--- config.mk ---
export PLATFORM = sky130hd
export DESIGN_NAME = read_address_decoder
export DESIGN_NICKNAME = d
export VERILOG_FILES = /design/src/rtl/axi_pkg.sv /design/src/rtl/read_address_decoder_decode.sv /design/src/rtl/read_address_decoder.sv
export SDC_FILE = /design/constraint.sdc
export NUM_CORES = 1
export LEC_CHECK = 0
export ABC_AREA = 1
export BUFFER_PORTS_ARGS = -buffer_cell sky130_fd_sc_hd__buf_2
export CELL_PAD_IN_SITES_DETAIL_PLACEMENT = 0
export CELL_PAD_IN_SITES_GLOBAL_PLACEMENT = 1
export CORE_MARGIN = 5
export CORE_UTILIZATION = 29
export CTS_CLUSTER_SIZE = 24
export DETAILED_ROUTE_END_ITERATION = 12
export MAX_ROUTING_LAYER = met4
export PLACE_DENSITY = 0.81
export SLEW_MARGIN = 20
export SYNTH_ARGS = -nofsm -noshare
export SYNTH_HDL_FRONTEND = slang
export SYNTH_HIERARCHICAL = 1
export SYNTH_SLANG_ARGS = --single-unit
--- constraint.sdc ---
create_clock -name ACLK -period 1.8 [get_ports ACLK]
set_clock_uncertainty 0.15 [all_clocks]
set_input_delay 0.36 -clock ACLK [delete_from_list [all_inputs] [get_ports ACLK]]
set_output_delay 0.36 -clock ACLK [all_outputs]
set_load 0.02 [all_outputs]
--- src/rtl/axi_pkg.sv ---
// Shared AXI read-path types and widths.
// Optional feature macro: AXI_RD_DECERR_EN (decode-error responder for unmapped reads).
`ifndef AXI_ID_BITS
`define AXI_ID_BITS 4
`endif
`ifndef AXI_ADDR_BITS
`define AXI_ADDR_BITS 32
`endif
`ifndef AXI_LEN_BITS
`define AXI_LEN_BITS 4
`endif
`ifndef AXI_SIZE_BITS
`define AXI_SIZE_BITS 3
`endif
`ifndef AXI_IDS_BITS
`define AXI_IDS_BITS 8
`endif
`ifndef AXI_DATA_BITS
`define AXI_DATA_BITS 32
`endif

package axi_pkg;
  localparam int ID_BITS   = `AXI_ID_BITS;
  localparam int ADDR_BITS = `AXI_ADDR_BITS;
  localparam int LEN_BITS  = `AXI_LEN_BITS;
  localparam int SIZE_BITS = `AXI_SIZE_BITS;
  localparam int IDS_BITS  = `AXI_IDS_BITS;
  localparam int DATA_BITS = `AXI_DATA_BITS;

  localparam logic [31:0] S0_BASE_DEF  = 32'h0000_0000;
  localparam logic [31:0] S1_BASE_DEF  = 32'h0001_0000;
  localparam int          WIN_BITS_DEF = 16;

  typedef enum logic [1:0] {
    IDLE    = 2'd0,
    ADDR    = 2'd1,
    DATA    = 2'd2,
    DEFAULT = 2'd3
  } rd_state_e;

  typedef enum logic [1:0] {
    SLV_S0  = 2'd0,
    SLV_S1  = 2'd1,
    SLV_DEF = 2'd2
  } slv_sel_e;
endpackage

--- src/rtl/read_address_decoder_decode.sv ---
// Combinational address -> slave decode, shared with the write-address path.
// Optional feature macro: AXI_RD_DECERR_EN (full window compare, unmapped -> SLV_DEF).
module ar_addr_decode
  import axi_pkg::*;
#(
  parameter logic [31:0] S0_BASE  = S0_BASE_DEF,
  parameter logic [31:0] S1_BASE  = S1_BASE_DEF,
  parameter int          WIN_BITS = WIN_BITS_DEF
) (
  input  logic [ADDR_BITS-1:0] addr,
  output slv_sel_e             sel
);

`ifdef AXI_RD_DECERR_EN
  // Full upper-address compare against both windows; anything else is unmapped.
  always_comb begin
    sel = SLV_DEF;
    if (addr[31:WIN_BITS] == S0_BASE[31:WIN_BITS])      sel = SLV_S0;
    else if (addr[31:WIN_BITS] == S1_BASE[31:WIN_BITS]) sel = SLV_S1;
  end
`else
  // Only the bit separating the two windows matters; upper bits alias.
  logic unused_bits;
  assign unused_bits = ^{addr[ADDR_BITS-1:WIN_BITS+1], addr[WIN_BITS-1:0], S0_BASE};

  always_comb begin
    sel = (addr[WIN_BITS] == S1_BASE[WIN_BITS]) ? SLV_S1 : SLV_S0;
  end
`endif

endmodule

--- src/rtl/read_address_decoder.sv ---
// AR-channel slice: accepts one arbitrated read, forwards it to the decoded
// slave, and holds the {master, slave} routing context until RLAST.
// Optional feature macro: AXI_RD_DECERR_EN (internal DECERR responder).
//
// Handshakes: a transfer happens on a rising edge where valid and ready are
// both high; valid never waits on ready, and payload is held stable while
// valid is high and ready is low.
module read_address_decoder
  import axi_pkg::*;
#(
  parameter logic [31:0] S0_BASE  = S0_BASE_DEF,
  parameter logic [31:0] S1_BASE  = S1_BASE_DEF,
  parameter int          WIN_BITS = WIN_BITS_DEF
) (
  input  logic                 ACLK,
  input  logic                 ARESET,
  input  logic [ID_BITS-1:0]   ARID_ARB,
  input  logic [ADDR_BITS-1:0] ARADDR_ARB,
  input  logic [LEN_BITS-1:0]  ARLEN_ARB,
  input  logic [SIZE_BITS-1:0] ARSIZE_ARB,
  input  logic [1:0]           ARBURST_ARB,
  input  logic                 ARVALID_ARB,
  input  logic                 ARMST_ARB,
  output logic                 ARREADY_ARB,
  output logic [IDS_BITS-1:0]  ARID_S,
  output logic [ADDR_BITS-1:0] ARADDR_S,
  output logic [LEN_BITS-1:0]  ARLEN_S,
  output logic [SIZE_BITS-1:0] ARSIZE_S,
  output logic [1:0]           ARBURST_S,
  output logic                 ARVALID_S0,
  output logic                 ARVALID_S1,
  input  logic                 ARREADY_S0,
  input  logic                 ARREADY_S1,
  input  logic                 RVALID_SEL,
  input  logic                 RREADY_SEL,
  input  logic                 RLAST_SEL,
`ifdef AXI_RD_DECERR_EN
  output logic                 RVALID_D,
  output logic [IDS_BITS-1:0]  RID_D,
  output logic [1:0]           RRESP_D,
  output logic                 RLAST_D,
  output logic [DATA_BITS-1:0] RDATA_D,
`endif
  output logic                 RD_BUSY,
  output logic                 RD_MST,
  output logic [1:0]           RD_SLV,
  output logic [1:0]           rd_state
);

  localparam logic [1:0] ST_IDLE    = IDLE;
  localparam logic [1:0] ST_ADDR    = ADDR;
  localparam logic [1:0] ST_DATA    = DATA;
  localparam logic [1:0] ST_DEFAULT = DEFAULT;

  logic [1:0]         state_q, state_d;
  logic [ID_BITS-1:0] id_q;
  slv_sel_e           dec_sel;
  logic               accept, slv_ready, r_done;

  ar_addr_decode #(
    .S0_BASE (S0_BASE),
    .S1_BASE (S1_BASE),
    .WIN_BITS(WIN_BITS)
  ) u_decode (
    .addr(ARADDR_ARB),
    .sel (dec_sel)
  );

  assign accept    = ARVALID_ARB & ARREADY_ARB;
  assign slv_ready = (RD_SLV == SLV_S1) ? ARREADY_S1 : ARREADY_S0;
  assign r_done    = RVALID_SEL & RREADY_SEL & RLAST_SEL;

`ifdef AXI_RD_DECERR_EN
  logic [LEN_BITS-1:0] beat_q;
  logic                last_beat;
  assign last_beat = (beat_q == ARLEN_S);

  // Beat counter for the internal error responder; restarts on each accept.
  always_ff @(posedge ACLK) begin
    if (ARESET || accept)                            beat_q <= '0;
    else if (state_q == ST_DEFAULT && RREADY_SEL)    beat_q <= beat_q + 1'b1;
  end

  assign RVALID_D = (state_q == ST_DEFAULT);
  assign RID_D    = ARID_S;
  assign RRESP_D  = 2'b11;
  assign RLAST_D  = RVALID_D & last_beat;
  assign RDATA_D  = '0;
`endif

  // Next-state logic for the single-outstanding read sequence.
  always_comb begin
    state_d = state_q;
    case (state_q)
      ST_IDLE: if (accept) state_d = (dec_sel == SLV_DEF) ? ST_DEFAULT : ST_ADDR;
      ST_ADDR: if (slv_ready) state_d = ST_DATA;
      ST_DATA: if (r_done) state_d = ST_IDLE;
`ifdef AXI_RD_DECERR_EN
      ST_DEFAULT: if (RREADY_SEL && last_beat) state_d = ST_IDLE;
`endif
      default: state_d = ST_IDLE;
    endcase
  end

  // State register and captured request / routing context.
  always_ff @(posedge ACLK) begin
    if (ARESET) begin
      state_q   <= ST_IDLE;
      id_q      <= '0;
      ARADDR_S  <= '0;
      ARLEN_S   <= '0;
      ARSIZE_S  <= '0;
      ARBURST_S <= '0;
      RD_MST    <= 1'b0;
      RD_SLV    <= 2'd0;
    end else begin
      state_q <= state_d;
      if (accept) begin
        id_q      <= ARID_ARB;
        ARADDR_S  <= ARADDR_ARB;
        ARLEN_S   <= ARLEN_ARB;
        ARSIZE_S  <= ARSIZE_ARB;
        ARBURST_S <= ARBURST_ARB;
        RD_MST    <= ARMST_ARB;
        RD_SLV    <= dec_sel;
      end
    end
  end

  assign ARREADY_ARB = (state_q == ST_IDLE) & ~ARESET;
  assign ARVALID_S0  = (state_q == ST_ADDR) & (RD_SLV == SLV_S0);
  assign ARVALID_S1  = (state_q == ST_ADDR) & (RD_SLV == SLV_S1);
  assign ARID_S      = {4'(RD_MST), id_q};
  assign RD_BUSY     = (state_q == ST_DATA) | (state_q == ST_DEFAULT);
  assign rd_state    = state_q;

endmodule

* After elaboration in Yosys (flattened, before gate mapping)
Index checks and enable logic that the tools add are counted.
** Storage, ports and cells
- Input port bits :: 54
- Register bits :: 50
- Word-level logic and storage cells :: 34
- Output and inout port bits :: 58
** Cells by class
- Equal/unequal tests :: 8
- Mux-type cells :: 7
- Bitwise logic cells :: 8
- Reductions and logical operators :: 3
** Operators by type and width (number)
- 2-bit two-way mux :: 4
- 1-bit bitwise AND :: 6
- 2-bit equality test, second input constant :: 3
- 2-bit != test, second input constant :: 3
- 2-bit one-hot mux with 3 select lines :: 1
- 2-bit by 1-bit equality test with 1-bit output, second input constant :: 2
- 2-bit zero test :: 2
- 3-bit AND reduction :: 1
- 1-bit two-way mux :: 2
- 1-bit NOT :: 1
- 1-bit bitwise OR :: 1

* Longest topological paths before layout
Gate-level depths: netlist of the first run.
- Word-level depth :: 5
- Gate-level depth with buffers :: 6
- Gate-level depth less buffers :: 6

* By module
Netlist of the first run, hierarchy kept.
** Modules (own cells, without submodules)
- read_address_decoder :: area each 1909.3 um^2, instances 1, seq. area each 1001.0 um^2, cells an instance 245
- ar_addr_decode :: area each 18.8 um^2, instances 1, seq. area each 0.0 um^2, cells an instance 3

* Worst setup path before layout of the first run
OpenSTA, ideal clock, no wires.
- Path type :: flip-flop to output port
- Start point :: reg state_q[0] (netlist: rd_state[0])
- End point :: out ARVALID_S0
- Setup slack :: 0.098 ns
- Required time :: 1.290 ns
- Buffers on the path :: 0
- Cell stages (with the launch flop) :: 5
- Arrival time :: 1.192 ns
- Path through :: dfxtp_1 > inv_1 > nor2_1 > inv_1 > nor3_1
** On the way
- Longest elaborated chain between the ends :: 2
** RTL lines
- from (decl) :: RTL line read_address_decoder.sv:55 : logic [1:0] state_q, state_d;
- from (signal assigned) :: RTL line read_address_decoder.sv:117 : state_q <= state_d;
- 2-bit by 1-bit equality test with 1-bit output :: RTL line read_address_decoder.sv:131 : assign ARVALID_S0 = (state_q == ST_ADDR) & (RD_SLV == SLV_S0);
- 1-bit bitwise AND :: RTL line read_address_decoder.sv:131
- to (decl) :: RTL line read_address_decoder.sv:30 : output logic ARVALID_S0,
Every way passes these cells.

* Final worst setup path of the first run
- Start point :: reg state_q[1] (netlist: rd_state[1])
- End point :: out ARVALID_S0
The elaborated chain is that of the path after synthesis.

==> results of run 1 <==
==> stage by stage <==
step / worst slack (ps) / area [um2] / std cells
3_3_place_gp: 326 / 2500 / 415
2_1_floorplan: 97.9 / 1940 / 250
3_5_place_dp: 309 / 2500 / 415
6_report: 102 / 2580 / 422
4_1_cts: 33.1 / 2580 / 422
5_1_grt: 3.73 / 2580 / 422
==> cell usage after synthesis <==
master | n | area (um2)
sky130_fd_sc_hd__nand3_1 | 100 | 500
sky130_fd_sc_hd__buf_4 | 9 | 67.6
sky130_fd_sc_hd__o21ai_1 | 1 | 5.00
sky130_fd_sc_hd__buf_1 | 3 | 11.3
sky130_fd_sc_hd__nor3_2 | 1 | 10.0
sky130_fd_sc_hd__a21oi_1 | 1 | 5.00
sky130_fd_sc_hd__nand4_1 | 1 | 6.26
sky130_fd_sc_hd__nor2_1 | 4 | 15.0
sky130_fd_sc_hd__buf_2 | 9 | 45.0
sky130_fd_sc_hd__dfxtp_1 | 50 | 1000
sky130_fd_sc_hd__clkbuf_1 | 6 | 22.5
sky130_fd_sc_hd__nand2_1 | 51 | 191
sky130_fd_sc_hd__conb_1 | 2 | 7.51
sky130_fd_sc_hd__o21ai_0 | 1 | 5.00
sky130_fd_sc_hd__inv_1 | 8 | 30.0
sky130_fd_sc_hd__nor3_1 | 1 | 5.00
==> cells by family (layout without fill, tap and decap cells) <==
kind of cell | Yosys count | count (layout) | synth area share
AOI/OAI and AO/OA | 3 | 3 | 0.00778
buffers and inverters | 35 | 130 | 0.0915
DFF | 50 | 50 | 0.519
other | 2 | 4 | 0.00390
and+or+nand+nor | 158 | 158 | 0.378
==> repair_timing <==
item / 4_1_cts / 5_1_grt
cloned: 0 / 0
endpoints found under the setup margin: 1 / 1
resized for setup: 1 / 3
==> worst min-delay path by stage <==
stage	start	endpoint	slack, ps
final	ARESET	rd_state[0]	130
after global routing	ARBURST_ARB[0]	ARBURST_S[0]	120
after CTS	ARESET	rd_state[0]	120
after detailed placement	ARSIZE_S[0]	ARSIZE_S[0]	300
after global placement	ARADDR_S[30]	ARADDR_S[30]	300
after floorplan	ARESET	rd_state[0]	280
==> power breakdown <==
part	total, mW	internal, mW	switching (mW)
logic	0.504	0.179	0.325
clock network	0.617	0.269	0.349
registers	1.25	1.20	0.0491
total	2.37	1.65	0.723
==> final cells by class <==
type                       count  area share
clock buffer                   7      0.0295
inverter                       8      0.0116
multi-input combinational    165       0.298
sequential                    50       0.389
tap                           77      0.0373
timing repair buffer         115       0.235
==> per-layer routing <==
metal / wire, um / part of all wire / up-vias
met5: 0 / 0 / -
met4: 52 / 0.0095 / 0
met2: 2610 / 0.48 / 59
li1: - / - / 1011
met3: 405 / 0.074 / 6
met1: 2390 / 0.44 / 895
==> critical path, cell delays in order (launching register included) <==
cell                      delay (ps)
sky130_fd_sc_hd__dfxtp_1         380
sky130_fd_sc_hd__nor2_2          140
sky130_fd_sc_hd__inv_1            70
sky130_fd_sc_hd__nor3_1          130
sky130_fd_sc_hd__buf_4           170
==> state kept, by name, summed over array words and instances (netlist names) <==
name       flops
RD_SLV         2
RD_MST         1
ARLEN_S        4
rd_state       2
id_q           4
ARSIZE_S       3
ARADDR_S      32
ARBURST_S      2
==> reports/results.tsv, run 1 <==
stage	metric	value	unit
pwr	ir_drop	338	uV
route	drtIter0Drc	115	
clock_network	cts_setup_buffers	0	
die	fp-row-count	29	
pwr	power_density	917	mW/mm2
setup_path	cp_data_arrival_time	1190	ps
clock_network	cts_num_sinks	50	
yosys	mean_syn_cell_area	7.77	um2
global_routing	grt.overflow.total	0	
global_routing	grt_met2_usage	0.214	
cells_and_area	layout.filler_cells	689	
global_routing	globalRouteMet1Util	0.154	
cells_and_area	final-seq-area	0.00100	mm2
global_routing	global_route.usage.total	0.131	
pwr	total_power	2.37	mW
yosys	yosysWarnings	6	
placed_design	finalWeightedCongestion	0.682	
global_routing	number_of_antenna_violations_at_the_first_check_in_global_routing	0	
die	dieWidth	91.5	um
setup_path	critPathCapture	ARVALID_S0	
clock_network	number_of_cts_inserted_buffers	5	
cells_and_area	final_core_util	0.402	
setup_path	timing_worst_setup_path_type	reg -> out	
route	wirelength	5450	um
sta	final.period_utilization	0.943	
die	initial_utilization	0.300	
global_routing	grt_first_pass_wirelength	8780	um
setup_path	cp-startpoint	rd_state[1]	
yosys	synthesis_stage_register_bit_count	50	
die	core_area	0.00642	mm2
yosys	seq_area_frac_synth	0.519	
sta	timing_max_transition_violations_final	0	
cells_and_area	drive_above_1_share	0.359	
setup_path	critPathCaptureType	output pin	
cells_and_area	final_net_count	399	
yosys	syn-instance-count	248	
setup_path	cp_data_required_time	1290	ps
cells_and_area	syn_to_final_growth	34.1	%
route	drt_pre_antenna_iters	3	
setup_path	critical_path.startpoint_type	flip-flop	
route	routed_vias	1971	
placed_design	hpwl	3850	um
die	floorplan.die_area	0.00838	mm2
sta	hold-worst-slack	130	ps
global_routing	met3_usage	0.0455	
clock_network	max-clock-path-buffers	2	
clock_network	cts-root-buf	sky130_fd_sc_hd__clkbuf_8	
job	drv.max_cap_violation_count	0	
hold_path	worstHoldPathCells	2	
cells_and_area	total_area_of_multi_input_combinational_cells	769	um2
clock_network	clk_pin_slew	90	ps
die	die_height	91.5	um
setup_path	worst_r2r_endpoint	ARADDR_S[29]	
pwr	total_leakage_power	1.44	nW
route	residual_drc_count	0	
die	boundaryPins	112	
clock_network	clk-insertion-delay-late	290	ps
cells_and_area	antennaDiodeCount	0	
sta	fmax	0.589	GHz
sta	setup-tns-final	0	ps
outcome	outcome	completed	
sta	unrepaired_setup_endpoints_after_global_routing	false	
clock_network	tritoncts_clock_tree	yes	
clock_network	cts.htree.levels	2	
setup_path	worstRegToRegCells	4	
clock_network	holdBufCountCts	0	
cells_and_area	layout_commonest_cell	sky130_fd_sc_hd__buf_2	
global_routing	largest_net_degree_at_the_start_of_global_routing	50	
yosys	synth_cell_type_count	16	
route	postRouteAntennaNets	0	
setup_path	critPathMaxFanout	6	
global_routing	grt_pass1_vias	1804	
cells_and_area	final_cell_mix	sky130_fd_sc_hd__buf_2 (107), sky130_fd_sc_hd__nand3_1 (100), sky130_fd_sc_hd__nand2_1 (50)	
hold_path	timing.hold.worst.class	in -> reg	
sta	layout_min_cycle_time	1700	ps
yosys	post_synth_instance_area	0.00193	mm2
setup_path	timing.reg2reg.setup_slack	400	ps
route	post_drt_via_cell_ratio	4.67	
sta	setup_violations	0	
sta	hold_violations	0	
global_routing	top_usage_layer	met2	
route	avg_wl_per_cell	12.9	um
setup_path	critical_path.reg2reg.startpoint	rd_state[1]	
placed_design	buffer_ports.inserted	108	
(Power assumes the default switching activity.)
==> run 2: changes to the inputs <==
--- a/config.mk
+++ b/config.mk
@@ -10,7 +10,7 @@
 export CELL_PAD_IN_SITES_DETAIL_PLACEMENT = 0
 export CELL_PAD_IN_SITES_GLOBAL_PLACEMENT = 1
 export CORE_MARGIN = 5
-export CORE_UTILIZATION = 29
+export CORE_UTILIZATION = 30
 export CTS_CLUSTER_SIZE = 24
 export DETAILED_ROUTE_END_ITERATION = 12
 export MAX_ROUTING_LAYER = met4
@@ -18,5 +18,4 @@
 export SLEW_MARGIN = 20
 export SYNTH_ARGS = -nofsm -noshare
 export SYNTH_HDL_FRONTEND = slang
-export SYNTH_HIERARCHICAL = 1
 export SYNTH_SLANG_ARGS = --single-unit
==> reports/results.tsv, run 2 <==
stage	metric	value	unit	change
clock_network	tritoncts_clock_tree	yes		
yosys	ys_top_cells_by_area	sky130_fd_sc_hd__dfxtp_1 (38%), sky130_fd_sc_hd__inv_1 (21%), sky130_fd_sc_hd__nand2_1 (14%), sky130_fd_sc_hd__nand4_1 (11%), sky130_fd_sc_hd__nor2_1 (7.6%)		
yosys	most_used_standard_cell_by_instance_count_after_synthesis	sky130_fd_sc_hd__inv_1		
cells_and_area	drive_above_1_share	0.250		-0.109
cells_and_area	layout_commonest_cell	sky130_fd_sc_hd__inv_1		
sta	layout_min_cycle_time	1660	ps	-32.8 ps
pwr	total_power	2.70	mW	+14%
sta	setup-tns-final	0	ps	unchanged
clock_network	cts_setup_buffers	0		unchanged
outcome	outcome	completed		
clock_network	clk-insertion-delay-late	300	ps	about the same
placed_design	finalWeightedCongestion	0.766		+12%
hold_path	timing.hold.worst.class	in -> reg		
route	post_drt_via_cell_ratio	4.04		-14%
clock_network	cts.htree.levels	2		unchanged
yosys	post_synth_instance_area	0.00255	mm2	+32%
placed_design	post-place-ws	328	ps	+19.7 ps
placed_design	hpwl	4510	um	+17%
global_routing	number_of_antenna_violations_at_the_first_check_in_global_routing	0		unchanged
setup_path	timing_worst_setup_path_type	reg -> out		
yosys	synthesis_stage_register_bit_count	48		-4.0%
hold_path	worstHoldPathCells	2		unchanged
yosys	syn-instance-count	422		+70%
die	dieWidth	102	um	+12%
die	core_area	0.00826	mm2	+29%
sta	hold-worst-slack	94.7	ps	-35.7 ps
die	die_height	102	um	+12%
global_routing	grt_first_pass_wirelength	10100	um	+15%
pwr	power_density	823	mW/mm2	-10%
route	wirelength	6220	um	+14%
global_routing	largest_net_degree_at_the_start_of_global_routing	56		+12%
route	drtIter0Drc	38		-67%
route	postRouteAntennaNets	0		unchanged
cells_and_area	antennaDiodeCount	0		unchanged
yosys	mean_syn_cell_area	6.05	um2	-22%
die	fp-row-count	33		+14%
setup_path	critPathCaptureType	output pin		
setup_path	critical_path.startpoint_type	flip-flop		
setup_path	cp_data_arrival_time	1150	ps	-40 ps
clock_network	holdBufCountCts	0		unchanged
sta	unrepaired_setup_endpoints_after_global_routing	false		
cells_and_area	registers.top_by_ff_count	ARADDR_S		
yosys	number_of_enable_flip_flop_cells_after_synthesis	0		unchanged
job	drv.max_cap_violation_count	0		unchanged
die	floorplan.die_area	0.0105	mm2	+25%
clock_network	max-clock-path-buffers	2		unchanged
global_routing	global_route.usage.total	0.123		-0.00788
yosys	ys_top_cells_by_count	sky130_fd_sc_hd__inv_1 (142), sky130_fd_sc_hd__nand2_1 (95), sky130_fd_sc_hd__nor2_1 (52)		
clock_network	cts_num_sinks	48		-4.0%
cells_and_area	max_ffs_per_register	32		unchanged
cells_and_area	final_cell_count_no_fill	621		+47%
sta	fin_ws	135	ps	+32.8 ps
yosys	ys_async_sr_fraction	0		unchanged
yosys	synthDominantCellAreaShare	0.376		-0.143
sta	setup_violations	0		unchanged
yosys	seq_area_frac_synth	0.376		-0.143
clock_network	cts-root-buf	sky130_fd_sc_hd__clkbuf_8		
cells_and_area	layout.filler_cells	921		+34%
route	residual_drc_count	0		unchanged
sta	final.period_utilization	0.925		-0.0182
placed_design	buffer_ports.inserted	107		-0.93%
global_routing	grt_pass1_vias	2335		+29%
setup_path	cp_data_required_time	1290	ps	about the same
clock_network	number_of_cts_inserted_buffers	5		unchanged
pwr	ir_drop	320	uV	-5.5%
route	drt_pre_antenna_iters	4		+1
sta	timing_max_transition_violations_final	0		unchanged
clock_network	clk_pin_slew	90	ps	about the same
yosys	synth_cell_type_count	14		-2
die	boundaryPins	112		unchanged
yosys	yosysWarnings	0		-6
yosys	ys.flop_type	sky130_fd_sc_hd__dfxtp_1		
setup_path	worstRegToRegCells	6		+2
sta	fmax	0.601	GHz	+2.0%
setup_path	critPathMaxFanout	5		-1
sta	hold_violations	0		unchanged
cells_and_area	final_net_count	569		+43%
cells_and_area	final_cell_mix	sky130_fd_sc_hd__inv_1 (141), sky130_fd_sc_hd__buf_2 (106), sky130_fd_sc_hd__nand2_1 (95)		
die	initial_utilization	0.309		+0.00888
placed_design	placed_cells_incl_taps	613		+48%
cells_and_area	syn_to_final_growth	28.5	%	
yosys	synth_top_cell_by_area	sky130_fd_sc_hd__dfxtp_1		
cells_and_area	reg.largest.list	ARADDR_S (32), ARLEN_S (4), id_q (4)		
route	avg_wl_per_cell	10.0	um	-23%
route	routed_vias	2508		+27%
pwr	total_leakage_power	2.07	nW	+43%
global_routing	grt.overflow.total	0		unchanged
==> run 2: cell types whose count changed in the layout (fill, tap and decap cells not counted), moves of 2 or more <==
cell	previous run	this run
sky130_fd_sc_hd__nand3_1	100	2
sky130_fd_sc_hd__dfxtp_1	49	46
sky130_fd_sc_hd__nand2_1	50	95
sky130_fd_sc_hd__clkbuf_8	5	7
sky130_fd_sc_hd__clkbuf_1	2	0
sky130_fd_sc_hd__nand4_1	1	46
sky130_fd_sc_hd__inv_1	8	141
sky130_fd_sc_hd__nor2_1	3	50
==> run 2: logic make-up after synthesis <==
group,Yosys count,synth area share
AO/OA/AOI/OAI,2,0.00392
buffers and inverters,174,0.281
other,1,0.00147
AND/OR/NAND/NOR,197,0.337
flip-flops,48,0.376
==> run 2: layer usage <==
layer / global-route usage / part of all wire
met5: - / 0
met4: 0.0363 / 0.013
met3: 0.0266 / 0.063
met2: 0.209 / 0.46
met1: 0.146 / 0.46
==> run 2: power by group <==
group	internal (mW)	switching, mW
registers	1.14	0.0458
logic	0.239	0.416
clock network	0.491	0.362
total	1.87	0.824
==> run 2: metrics by stage <==
step | area [um2] | util
detailed placement | 3140 | 0.381
CTS | 3270 | 0.396
global route | 3280 | 0.397
global placement | 3140 | 0.381
floorplan | 2560 | -
finish | 3280 | 0.397
==> run 2: repair_timing <==
| item | CTS | global route |
|---|---|---|
| endpoints found under the setup margin | 2 | 2 |
| resized for setup | 1 | 4 |
| pin swaps | 0 | 0 |
==> run 2: final timing paths <==
check | start | endpoint | slack, ps
setup / recovery | rd_state[0] | ARVALID_S1 | 140
hold / removal | ARESET | rd_state[0] | 90
setup reg to reg | rd_state[1] | ARADDR_S[30] | 470
hold reg to reg | ARADDR_S[26] | ARADDR_S[26] | 360
==> run 2: worst max-delay path: stages (launching register included) <==
cell and delay, ps:
sky130_fd_sc_hd__dfxtp_4 390, sky130_fd_sc_hd__inv_1 50, sky130_fd_sc_hd__nor2_2 110, sky130_fd_sc_hd__inv_1 70, sky130_fd_sc_hd__nor2_1 70, sky130_fd_sc_hd__buf_2 160
==> run 2: final cells by class <==
cell class	instances	area, um2	area share
clock buffer	7	96.3	0.0294
multi-input combinational	203	900	0.274
timing repair buffer	115	623	0.190
tap	105	131	0.0401
inverter	142	533	0.163
clock inverter	1	30.0	0.00916
sequential	48	966	0.295
